File: config.mk
export PLATFORM = sky130hd
export DESIGN_NAME = window_buf5
export DESIGN_NICKNAME = d
export VERILOG_FILES = /design/src/rtl/winbuf_pkg.sv /design/src/rtl/winbuf_stride_ctr.sv /design/src/rtl/window_buf5.sv
export SDC_FILE = /design/constraint.sdc
export NUM_CORES = 1
export LEC_CHECK = 0
export BUFFER_PORTS_ARGS = -buffer_cell sky130_fd_sc_hd__clkbuf_2
export CORE_ASPECT_RATIO = 1.1
export CORE_UTILIZATION = 29
export DETAILED_ROUTE_END_ITERATION = 10
export HOLD_SLACK_MARGIN = 0.08
export PLACE_DENSITY_LB_ADDON = 0.05
export SETUP_SLACK_MARGIN = 0.15
export SLEW_MARGIN = 20
export SYNTH_ARGS = -nofsm -noshare
export SYNTH_HDL_FRONTEND = slang
export SYNTH_HIERARCHICAL = 1
export SYNTH_SLANG_ARGS = --single-unit
File: constraint.sdc
create_clock -name clk -period 2.74 [get_ports clk]
set_input_delay 0.822 -clock clk [delete_from_list [all_inputs] [get_ports clk]]
set_output_delay 0.822 -clock clk [all_outputs]
set_load 0.005 [all_outputs]
File: src/rtl/winbuf_pkg.sv
// Shared constants and types for the five-tap window buffer and its downstream adder.
package winbuf_pkg;

   localparam int unsigned WIN_DEPTH   = 5;
   localparam int unsigned ADDER_IN_W  = 37;
   localparam int unsigned ADDER_OUT_W = ADDER_IN_W + 3;

   typedef logic [2:0] fill_cnt_t;
   typedef logic [2:0] stride_cnt_t;

   localparam fill_cnt_t FILL_FULL = fill_cnt_t'(WIN_DEPTH);
   localparam fill_cnt_t FILL_LAST = fill_cnt_t'(WIN_DEPTH - 1);

endpackage

File: src/rtl/winbuf_stride_ctr.sv
// Stride counter: produces the registered window strobe once the window is full.
module winbuf_stride_ctr
   import winbuf_pkg::*;
#(
   parameter int STRIDE = 1
) (
   input  logic      clk,
   input  logic      rst_n,
   input  logic      clr,
   input  logic      accept,
   input  fill_cnt_t fill_q,
   output logic      strobe
);

   localparam stride_cnt_t CNT_LAST = stride_cnt_t'(STRIDE - 1);

   stride_cnt_t cnt_q, cnt_d;
   logic        strobe_q, strobe_d;

   always_comb begin
      cnt_d    = cnt_q;
      strobe_d = 1'b0;
      if (clr) begin
         cnt_d = '0;
      end else if (accept) begin
         if (fill_q == FILL_LAST) begin
            cnt_d    = '0;
            strobe_d = 1'b1;
         end else if (fill_q == FILL_FULL) begin
            if (cnt_q == CNT_LAST) begin
               cnt_d    = '0;
               strobe_d = 1'b1;
            end else begin
               cnt_d = cnt_q + stride_cnt_t'(1);
            end
         end
      end
   end

   always_ff @(posedge clk or negedge rst_n) begin
      if (!rst_n) begin
         cnt_q    <= '0;
         strobe_q <= 1'b0;
      end else begin
         cnt_q    <= cnt_d;
         strobe_q <= strobe_d;
      end
   end

   assign strobe = strobe_q;

endmodule

File: src/rtl/window_buf5.sv
// Five-tap sliding sample window feeding a 5-input adder; dout1 newest, dout5 oldest.
// Optional synchronous flush port enabled by defining WINBUF_FLUSH_EN.
module window_buf5
   import winbuf_pkg::*;
#(
   parameter int input_width = ADDER_IN_W,
   parameter int STRIDE      = 1
) (
   input  logic                   clk,
   input  logic                   rst_n,
   input  logic [input_width-1:0] din,
   input  logic                   data_valid,
`ifdef WINBUF_FLUSH_EN
   input  logic                   flush,
`endif
   output logic [input_width-1:0] dout1,
   output logic [input_width-1:0] dout2,
   output logic [input_width-1:0] dout3,
   output logic [input_width-1:0] dout4,
   output logic [input_width-1:0] dout5,
   output logic                   win_valid,
   output logic                   win_strobe,
   output logic [2:0]             fill_cnt
);

   if (STRIDE < 1 || STRIDE > 5) begin : g_bad_stride
      $error("window_buf5: STRIDE must be within 1..5");
   end

   logic flush_w;
`ifdef WINBUF_FLUSH_EN
   assign flush_w = flush;
`else
   assign flush_w = 1'b0;
`endif

   logic [input_width-1:0] tap_q [WIN_DEPTH];
   logic [input_width-1:0] tap_d [WIN_DEPTH];
   fill_cnt_t              fill_q, fill_d;
   logic                   win_valid_q, win_valid_d;
   logic                   accept;

   // Flush outranks data_valid, so a colliding sample never enters the window.
   assign accept = data_valid && !flush_w;

   always_comb begin
      tap_d  = tap_q;
      fill_d = fill_q;
      if (flush_w) begin
         for (int unsigned i = 0; i < WIN_DEPTH; i++) tap_d[i] = '0;
         fill_d = '0;
      end else if (data_valid) begin
         for (int unsigned i = WIN_DEPTH - 1; i > 0; i--) tap_d[i] = tap_q[i-1];
         tap_d[0] = din;
         if (fill_q != FILL_FULL) fill_d = fill_q + fill_cnt_t'(1);
      end
      win_valid_d = (fill_d == FILL_FULL);
   end

   always_ff @(posedge clk or negedge rst_n) begin
      if (!rst_n) begin
         for (int unsigned i = 0; i < WIN_DEPTH; i++) tap_q[i] <= '0;
         fill_q      <= '0;
         win_valid_q <= 1'b0;
      end else begin
         tap_q       <= tap_d;
         fill_q      <= fill_d;
         win_valid_q <= win_valid_d;
      end
   end

   winbuf_stride_ctr #(
      .STRIDE (STRIDE)
   ) u_stride_ctr (
      .clk    (clk),
      .rst_n  (rst_n),
      .clr    (flush_w),
      .accept (accept),
      .fill_q (fill_q),
      .strobe (win_strobe)
   );

   assign dout1     = tap_q[0];
   assign dout2     = tap_q[1];
   assign dout3     = tap_q[2];
   assign dout4     = tap_q[3];
   assign dout5     = tap_q[4];
   assign win_valid = win_valid_q;
   assign fill_cnt  = fill_q;

endmodule
==> impl_metrics.json <==
{
  "cts_resized": 0,
  "drc_errors": 0,
  "syn_avg_cell_area_um2": 17.0,
  "fmax_mhz": 498,
  "coreArea_um2": 24600,
  "die_h_um": 169,
  "drive_gt1_share_pct": 66.7,
  "dp_hpwl_um": 11400,
  "nets": 716,
  "cts_made_buffers": 17,
  "met2_length_um": 7710,
  "via_per_inst": 4.36,
  "initial_utilization_pct": 29.8,
  "finalHoldViolations": 0,
  "critical_path.max_stage_delay_ns": 0.57,
  "grt_pass1_vias": 4477,
  "met1_length_um": 6930,
  "fp.dieW_um": 154,
  "htreeDepth": 4,
  "grt_util_all_layers_pct": 12.9,
  "dieArea_um2": 25900,
  "outcome": "finished, final reports clean",
  "finalInstanceArea_um2": 9420,
  "grt_pass1_wl_um": 25800,
  "cts_hold_buffers": 0,
  "clock-sinks": 193,
  "yosysSeqAreaShare_pct": 65.8,
  "p_total_mw": 7.71,
  "cpLargestDelayFamily": "flip-flops",
  "synth-seq-cells": 193,
  "met3_length_um": 994,
  "crit_slowest_cell": "dfrtp_1",
  "setup_slack_ns": 0.731,
  "ctsLongestPathBuffers": 2,
  "crit_arrival_ns": 1.19,
  "synth_area_um2": 7340,
  "maxCapViolations": 0,
  "synth_top_flop_cell": "dfrtp_1",
  "syn_to_final_growth_pct": 28.4,
  "port_buffers": 229,
  "fin_util_pct": 38.3,
  "yosysWarnings": 6,
  "worst_setup_path_start_kind": "flop",
  "synth_cells": 432,
  "powerDensity_nw_per_um2": 819,
  "setup_viol": 0,
  "wire_per_inst_um": 15.9,
  "total_leakage_power_nw": 4.44,
  "totalWireLength_um": 15900,
  "dp_slack_ns": 0.685,
  "antenna_found_initial": 0,
  "gp_congestion": 0.714,
  "post_cts_buffers": 0,
  "finalCriticalPeriod_ns": 2.01,
  "via_count": 4338,
  "top_layer": "met4",
  "grt_max_degree": 57,
  "peakVddDrop_uv": 347,
  "skew_ns": 0.0147,
  "cts_root_buffer": "clkbuf_16",
  "first_pass_iters": 5,
  "insertedDiodeCount": 0,
  "clock_latency_ns": 0.43,
  "synth_edf_count": 0,
  "crit_buf_inv": 1,
  "crit_fanout": 11,
  "worstSetupEndpointType": "output port",
  "synthDistinctLibCells": 25,
  "post_dp_cell_area_um2": 8870,
  "rsz0062_at_grt": "no",
  "synthArstFlopShare_pct": 100,
  "final_antenna_net_count": 0,
  "fin_tns_setup_ns": 0,
  "clk_pin_slew_ns": 0.08,
  "worstPathCellList": "clkbuf_2",
  "worstSetupPathType": "flop to output port",
  "hold_class": "primary input to async pin",
  "grt.overflow.total": 0,
  "drtIter0Drc": 126,
  "timing.final.max_slew_violations": 0,
  "timing.final.crit_share_pct": 73.3,
  "rows": 60,
  "ios": 230,
  "cts_tree": "yes",
  "worstPathRequired_ns": 1.92
}
## worst register-to-register path, delay by kind of cell, from the launching register on
kind | cells | cell delay [ns]
DFF | 1 | 0.57
and+or+nand+nor | 1 | 0.35
adders and majority gates | 1 | 0.29
AOI/OAI and AO/OA | 2 | 0.26
## layout by cell type, fill, tap and decap left out, types with 4 or more instances in the layout
cell type  instances
dfrtp_1          193
clkinv_4           4
clkbuf_2         227
mux2_2           185
conb_1             4
ha_1               4
clkbuf_16         17
inv_8              4
buf_12             7
a21oi_1            5
## logic make-up (layout without fill, tap and decap cells)
kind of cell               Yosys count  in the layout  synth area share (%)
AOI/OAI and AO/OA                   10             10                 0.955
adders and majority gates            4              4                 0.682
muxes                              185            185                  28.4
DFF                                193            193                  65.8
and+or+nand+nor                     14             14                  1.18
buffers and inverters               24            274                  2.80
other                                1              4                0.0511
xor gates and xnor gates             1              1                 0.119
## layout make-up
type | count | area (um^2)
clock buffers | 18 | 429
repair buffers | 239 | 1320
fillers | 2410 | 15200
inverters | 3 | 11.3
flip-flops and latches | 193 | 4830
well taps | 310 | 388
clock inverters | 14 | 124
multi-input cells | 218 | 2310
## final timing paths
| kind | from | end | slack, ns | depth (start not counted) |
|---|---|---|---|---|
| worst max-delay path | fill_cnt[0]$_DFF_PN0_ | fill_cnt[0] | 0.73 | 1 |
| worst min-delay path | rst_n | dout4[18]$_DFFE_PN0P_ | 0.30 | 1 |
| worst max register to register | fill_cnt[0]$_DFF_PN0_ | win_valid$_DFF_PN0_ | 1.19 | 4 |
| worst min register to register | dout5[19]$_DFFE_PN0P_ | dout5[19]$_DFFE_PN0P_ | 0.51 | 1 |
| max in group asynchronous | rst_n | dout3[35]$_DFFE_PN0P_ | 1.72 | 2 |
| min in group clk | dout5[19]$_DFFE_PN0P_ | dout5[19]$_DFFE_PN0P_ | 0.51 | 1 |
## flip-flops by register name, indices dropped and copies added, names as in the netlist
register / flops
win_valid: 1
dout1: 37
dout2: 37
dout3: 37
dout4: 37
u_stride_ctr/cnt_q: 3
u_stride_ctr/strobe: 1
dout5: 37
fill_cnt: 3
## per-stage QoR
step | hold WS, ns | cells
global route | 0.296 | 995
floorplan | 0.505 | 435
finish | 0.303 | 995
detailed placement | 0.495 | 963
global placement | 0.491 | 963
CTS | 0.291 | 995
## Yosys cell counts, types with 2 or more instances
cell type / n / area (um^2)
dfrtp_1: 193 / 4830
mux2_2: 185 / 2080
buf_6: 13 / 146
a21oi_1: 5 / 25.0
buf_2: 5 / 25.0
ha_1: 4 / 50.1
buf_4: 3 / 22.5
inv_1: 3 / 11.3
nand2_1: 2 / 7.51
nand3b_1: 2 / 15.0
nand4_1: 2 / 12.5
nor2_1: 2 / 7.51
## report_power, final
group	switching, mW	internal, mW	total, mW
Clock	1.15	1.20	2.35
Sequential	0.425	3.42	3.84
Combinational	0.636	0.889	1.52
Total	2.21	5.50	7.71
## per-layer routing
metal,up-vias,global-route usage (%)
li1,2008,-
met1,2182,16.6
met2,132,20.2
met3,16,3.89
met4,0,5.09
met5,-,0
No activity file was read; power rests on OpenSTA's default activity.
